File: src/rtl/muldiv_unit.sv
// Iterative RISC-V M-extension multiply/divide unit. Radix-2 shift-add multiply
// and restoring divide on operand magnitudes, followed by a sign/special-case fixup.
module muldiv_unit #(
    parameter int WIDTH = 32
) (
    input  logic             clk,
    input  logic             reset,
    input  logic             start,
    input  logic             flush,
    input  logic [2:0]       op,
    input  logic [WIDTH-1:0] a,
    input  logic [WIDTH-1:0] b,
    output logic             busy,
    output logic             done,
    output logic [WIDTH-1:0] result
);

    localparam int CW = $clog2(WIDTH) + 1;

    typedef enum logic [1:0] {
        IDLE = 2'd0,
        CALC = 2'd1,
        FIX  = 2'd2,
        DONE = 2'd3
    } state_t;

    state_t               state_r, nextState_s;
    logic [2:0]           op_r;
    logic [WIDTH-1:0]     aRaw_r, bRaw_r, operand_r, result_r;
    logic [2*WIDTH-1:0]   acc_r;
    logic [CW-1:0]        cnt_r;
    logic                 negA_r, negB_r, done_r;

    logic                 signedA_s, signedB_s, negAIn_s, negBIn_s;
    logic [WIDTH-1:0]     magA_s, magB_s;
    logic [WIDTH:0]       mulSum_s, divTrial_s;
    logic [2*WIDTH-1:0]   mulNext_s, divNext_s, prod_s;
    logic [WIDTH-1:0]     quo_s, rem_s, fix_s;
    logic                 divZero_s, overflow_s;

    function automatic logic [WIDTH-1:0] negW(input logic [WIDTH-1:0] v);
        return ~v + WIDTH'(1);
    endfunction

    function automatic logic [2*WIDTH-1:0] neg2W(input logic [2*WIDTH-1:0] v);
        return ~v + (2*WIDTH)'(1);
    endfunction

    // Operand sign decode and magnitudes for the launch cycle
    always_comb begin
        signedA_s = (op == 3'b001) || (op == 3'b010) || (op == 3'b100) || (op == 3'b110);
        signedB_s = (op == 3'b001) || (op == 3'b100) || (op == 3'b110);
        negAIn_s  = signedA_s & a[WIDTH-1];
        negBIn_s  = signedB_s & b[WIDTH-1];
        magA_s    = negAIn_s ? negW(a) : a;
        magB_s    = negBIn_s ? negW(b) : b;
    end

    // One radix-2 step: acc holds {hi, multiplier} or {remainder, quotient}
    always_comb begin
        mulSum_s   = {1'b0, acc_r[2*WIDTH-1:WIDTH]} + (acc_r[0] ? {1'b0, operand_r} : {(WIDTH+1){1'b0}});
        mulNext_s  = {mulSum_s, acc_r[WIDTH-1:1]};
        divTrial_s = {acc_r[2*WIDTH-1:WIDTH], acc_r[WIDTH-1]} - {1'b0, operand_r};
        if (divTrial_s[WIDTH]) begin
            divNext_s = {acc_r[2*WIDTH-2:0], 1'b0};
        end else begin
            divNext_s = {divTrial_s[WIDTH-1:0], acc_r[WIDTH-2:0], 1'b1};
        end
    end

    // Sign correction and divide special cases from the latched operands
    always_comb begin
        prod_s     = (negA_r ^ negB_r) ? neg2W(acc_r) : acc_r;
        quo_s      = (negA_r ^ negB_r) ? negW(acc_r[WIDTH-1:0]) : acc_r[WIDTH-1:0];
        rem_s      = negA_r ? negW(acc_r[2*WIDTH-1:WIDTH]) : acc_r[2*WIDTH-1:WIDTH];
        divZero_s  = (bRaw_r == {WIDTH{1'b0}});
        overflow_s = ((op_r == 3'b100) || (op_r == 3'b110)) &&
                     (aRaw_r == {1'b1, {(WIDTH-1){1'b0}}}) && (bRaw_r == {WIDTH{1'b1}});
        case (op_r)
            3'b000:                 fix_s = prod_s[WIDTH-1:0];
            3'b001, 3'b010, 3'b011: fix_s = prod_s[2*WIDTH-1:WIDTH];
            3'b100, 3'b101: begin
                if (divZero_s) begin
                    fix_s = {WIDTH{1'b1}};
                end else if (overflow_s) begin
                    fix_s = aRaw_r;
                end else begin
                    fix_s = quo_s;
                end
            end
            3'b110, 3'b111: begin
                if (divZero_s) begin
                    fix_s = aRaw_r;
                end else if (overflow_s) begin
                    fix_s = {WIDTH{1'b0}};
                end else begin
                    fix_s = rem_s;
                end
            end
            default: fix_s = {WIDTH{1'b0}};
        endcase
    end

    // Next-state logic; flush always returns to IDLE
    always_comb begin
        nextState_s = state_r;
        case (state_r)
            IDLE: begin
                if (start && !flush) begin
                    nextState_s = CALC;
                end else begin
                    nextState_s = IDLE;
                end
            end
            CALC: begin
                if (flush) begin
                    nextState_s = IDLE;
                end else if (cnt_r == CW'(WIDTH - 1)) begin
                    nextState_s = FIX;
                end else begin
                    nextState_s = CALC;
                end
            end
            FIX: begin
                if (flush) begin
                    nextState_s = IDLE;
                end else begin
                    nextState_s = DONE;
                end
            end
            DONE:    nextState_s = IDLE;
            default: nextState_s = IDLE;
        endcase
    end

    // State, datapath and output registers
    always_ff @(posedge clk or negedge reset) begin
        if (!reset) begin
            state_r   <= IDLE;
            op_r      <= 3'b000;
            aRaw_r    <= {WIDTH{1'b0}};
            bRaw_r    <= {WIDTH{1'b0}};
            operand_r <= {WIDTH{1'b0}};
            acc_r     <= {(2*WIDTH){1'b0}};
            cnt_r     <= {CW{1'b0}};
            negA_r    <= 1'b0;
            negB_r    <= 1'b0;
            result_r  <= {WIDTH{1'b0}};
            done_r    <= 1'b0;
        end else begin
            state_r <= nextState_s;
            done_r  <= (nextState_s == DONE);
            case (state_r)
                IDLE: begin
                    if (start && !flush) begin
                        op_r   <= op;
                        aRaw_r <= a;
                        bRaw_r <= b;
                        negA_r <= negAIn_s;
                        negB_r <= negBIn_s;
                        cnt_r  <= {CW{1'b0}};
                        if (op[2]) begin
                            operand_r <= magB_s;
                            acc_r     <= {{WIDTH{1'b0}}, magA_s};
                        end else begin
                            operand_r <= magA_s;
                            acc_r     <= {{WIDTH{1'b0}}, magB_s};
                        end
                    end
                end
                CALC: begin
                    acc_r <= op_r[2] ? divNext_s : mulNext_s;
                    cnt_r <= cnt_r + CW'(1);
                end
                FIX: begin
                    if (!flush) begin
                        result_r <= fix_s;
                    end
                end
                default: begin
                end
            endcase
        end
    end

    assign busy   = (state_r == CALC) || (state_r == FIX) || ((state_r == IDLE) && start && !flush);
    assign done   = done_r;
    assign result = result_r;

endmodule
File: config.mk
export PLATFORM = sky130hd
export DESIGN_NAME = muldiv_unit
export DESIGN_NICKNAME = d
export VERILOG_FILES = /design/src/rtl/muldiv_unit.sv
export SDC_FILE = /design/constraint.sdc
export NUM_CORES = 1
export LEC_CHECK = 0
export ABC_AREA = 1
export BUFFER_PORTS_ARGS = -buffer_cell sky130_fd_sc_hd__buf_2
export CORE_MARGIN = 2
export CORE_UTILIZATION = 50
export DETAILED_ROUTE_END_ITERATION = 8
export GPL_TIMING_DRIVEN = 0
export MAX_ROUTING_LAYER = met4
export PLACE_DENSITY = 0.77
export SYNTH_ARGS = -nofsm -noshare
export SYNTH_HDL_FRONTEND = slang
export SYNTH_SLANG_ARGS = --single-unit
export TNS_END_PERCENT = 20
File: constraint.sdc
create_clock -name clk -period 4 [get_ports clk]
set_input_delay 0.8 -clock clk [delete_from_list [all_inputs] [get_ports clk]]
set_output_delay 0.8 -clock clk [all_outputs]
set_load 0.05 [all_outputs]
==> qor.yml <==
synth:
  synth-edff-count: 0
  yosysUniqueCellTypes: 47
  yosysSeqAreaShare_pct: 24.3
  synth-seq-cells: 206
  yosys.area.top_type_share_pct: 24.9
  avgSynthCellArea_um2: 5.66
  ys.flop_type: "dfrtp_1"
  syn-cell-area_mm2: 0.0212
  synthArstFlopShare_pct: 100
  synthCells: 3754
  post-synth-top-count-cell: "nand2_1"
  yosysWarnings: 0
  synth_top_cell_by_area: "nand2_1"
  synth_area_leaders: "nand2_1, dfrtp_1, inv_1"
  syn_nets: 3899
  netlist_top_cells_count: "nand2_1, inv_1, nor2_1, nand3_1, o21ai_0"
cts:
  path_clk_slew_ps: 60
  htree_num_levels: 1
  clock_tree.buffer_depth: 3
  clock_latency_ps: 590
  cts_num_sinks: 206
  cts_tree: "done"
  ctsHoldBuffers: 0
  ctsRootBufferMaster: "clkbuf_16"
  cts_made_buffers: 26
cells_and_area:
  final_cells: 4446
  fin_nets: 4031
  drive_above_1_share_pct: 5.92
  syn2layout_area_growth_pct: 10.4
  nFillCells: 4464
  multi_input_area_mm2: 0.0137
  ff_latch_area_mm2: 0.00515
pwr:
  p_leak_uw: 0.0128
  cellPowerDensity_mw_per_mm2: 488
  ir_worst_vdd_mv: 0.443
drt:
  wire_per_inst_um: 23.5
  dr_total_vias: 26400
  drt_wl_total_mm: 104
  drt-vias-per-instance: 5.94
  drc: 0
  drt_iter0_markers: 3733
  ant_nets: 0
  dr.pass1.iters: 7
sta:
  skew_ps: 22.2
  slew_headroom_pct: 17.9
  period_needed_ps: 3900
  whs_ps: 188
  worst_pin_slew_ps: 1230
  hold_viol_final: 0
  fmax_ghz: 0.256
  slew_violations: 0
  fin_crit_sh_pct: 97.6
  setup_viol: 0
  rsz0062_at_grt: "false"
global_routing:
  gr-max-usage-layer: "met2"
  grt_pass1_wl_mm: 153
  grt_use_met3_pct: 11.1
  grt_use_met1_pct: 62.2
  grt_max_degree: 119
  gr-usage-met2_pct: 68.6
  grt_usage_pct: 48.2
  grt_pass1_vias: 24400
  overflow: 0
  antenna_found_initial: 2
critical_path:
  start_kind: "flip-flop"
  critical_path.slowest_cell: "clkbuf_1"
  r2r_slack_ps: 220
  cp_top_family: "buffers and inverters"
  cp.buffers_inverters: 4
  r2r-end: "acc_r[49]"
  worstSetupPathType: "flip-flop to output port"
  critPathArrivalTime_ps: 3100
  required_ps: 3200
  crit_path_end_kind: "output port"
  rr_startpoint: "acc_r[0]"
  crit_cells: 7
  rr_worst_depth: 20
  crit_chain: "inv_1, ha_1, nand3_1, inv_2, clkbuf_1, or2_2, buf_2"
  slowest_delay_ps: 630
  critPathMaxFanout: 10
worst_hold_path:
  min_path_type: "input pin to asynchronous set/reset pin"
floorplan:
  fp.dieW_um: 210
  die-height_um: 210
  rows: 75
  coreArea_mm2: 0.0419
  start_util_pct: 50.7
  io-pin-count: 105
  die_area_mm2: 0.0442
placement:
  dp_hpwl_mm: 85.2
  place.gp.congestion: 1.15
  dpl.cell_count: 4397
  port_buffers: 103
job:
  maxCapViolCount: 0
status:
  status: "completed"
==> cell families after synthesis <==
group,after synthesis,synth area share (%)
AOI/OAI and AO/OA,476,12.3
xor gates and xnor gates,91,3.79
DFF,206,24.3
adders and majority gates,74,4.43
and+or+nand+nor,2293,44.0
buffers and inverters,614,11.3
==> cells in the final DEF, fill, tap and decap left out, types with 11 or more instances in the layout <==
master	instances
nand2_1	1407
ha_1	72
nand3b_1	13
clkbuf_16	27
dfrtp_1	206
buf_1	13
nor3_1	20
or2_2	13
clkbuf_1	77
inv_1	474
xnor2_1	15
nand3_1	337
a21oi_1	143
o211ai_1	31
buf_2	129
nand4_1	56
o21bai_1	12
xor2_1	75
nor2_1	424
o21ai_0	242
inv_2	11
==> routing by layer <==
layer	wire length [um]	part of all wire (%)
met5	0	0
met4	7740	7.4
met3	13700	13
met2	42500	41
met1	40300	39
==> area by class of cell <==
cell class                      count  area share, %
Antenna cell                        2         0.0213
Buffer                            125           2.39
Clock buffer                       30           2.97
Clock inverter                     17           1.14
Inverter                          489           7.84
Multi-Input combinational cell   2934           58.4
Sequential cell                   206           22.0
Tap cell                          539           2.88
Timing Repair Buffer              104           2.36
==> worst max path at each step <==
stage | from | to | slack [ps]
6_report | state_r[1] | busy | 100
3_5_place_dp | acc_r[32] | acc_r[42] | 150
4_1_cts | acc_r[32] | acc_r[42] | 120
5_1_grt | state_r[0] | busy | 50
2_1_floorplan | flush | busy | 1480
3_3_place_gp | reset | bRaw_r[27] | -1470
==> report_power, final <==
| group | leakage [uW] | total, uW | internal [uW] | switching [uW] |
|---|---|---|---|---|
| Sequential | 0.00263 | 2930 | 2390 | 539 |
| Clock | 0.000463 | 2730 | 1650 | 1080 |
| Combinational | 0.00970 | 5770 | 1640 | 4130 |
| Total | 0.0128 | 11400 | 5680 | 5750 |
==> registers in the layout (all words and copies together) (netlist names) <==
register / cells
aRaw_r: 32
state_r: 2
negA_r: 1
acc_r: 64
done: 1
negB_r: 1
op_r: 3
operand_r: 32
bRaw_r: 32
cnt_r: 6
result: 32
==> per-stage QoR <==
stage / total power (uW) / setup slack [ps] / utilization (%) / instance area, um2 / TNS, ps
detailed placement: 8380 / 149 / 53.6 / 22500 / 0
CTS: 11100 / 119 / 55.9 / 23400 / 0
finish: 11400 / 97.1 / 55.9 / 23400 / 0
global route: 12000 / 51.0 / 55.9 / 23400 / 0
floorplan: 6360 / 1480 / - / 21200 / 0
global placement: 8350 / -1470 / 53.5 / 22400 / -292380
==> timing repair <==
| action | 4_1_cts | 5_1_grt |
|---|---|---|
| setup endpoints to repair | 0 | 2 |
| setup buffers | 0 | 0 |
| resized for setup | 0 | 1 |
Note: power is estimated with default switching activity, not from simulation.
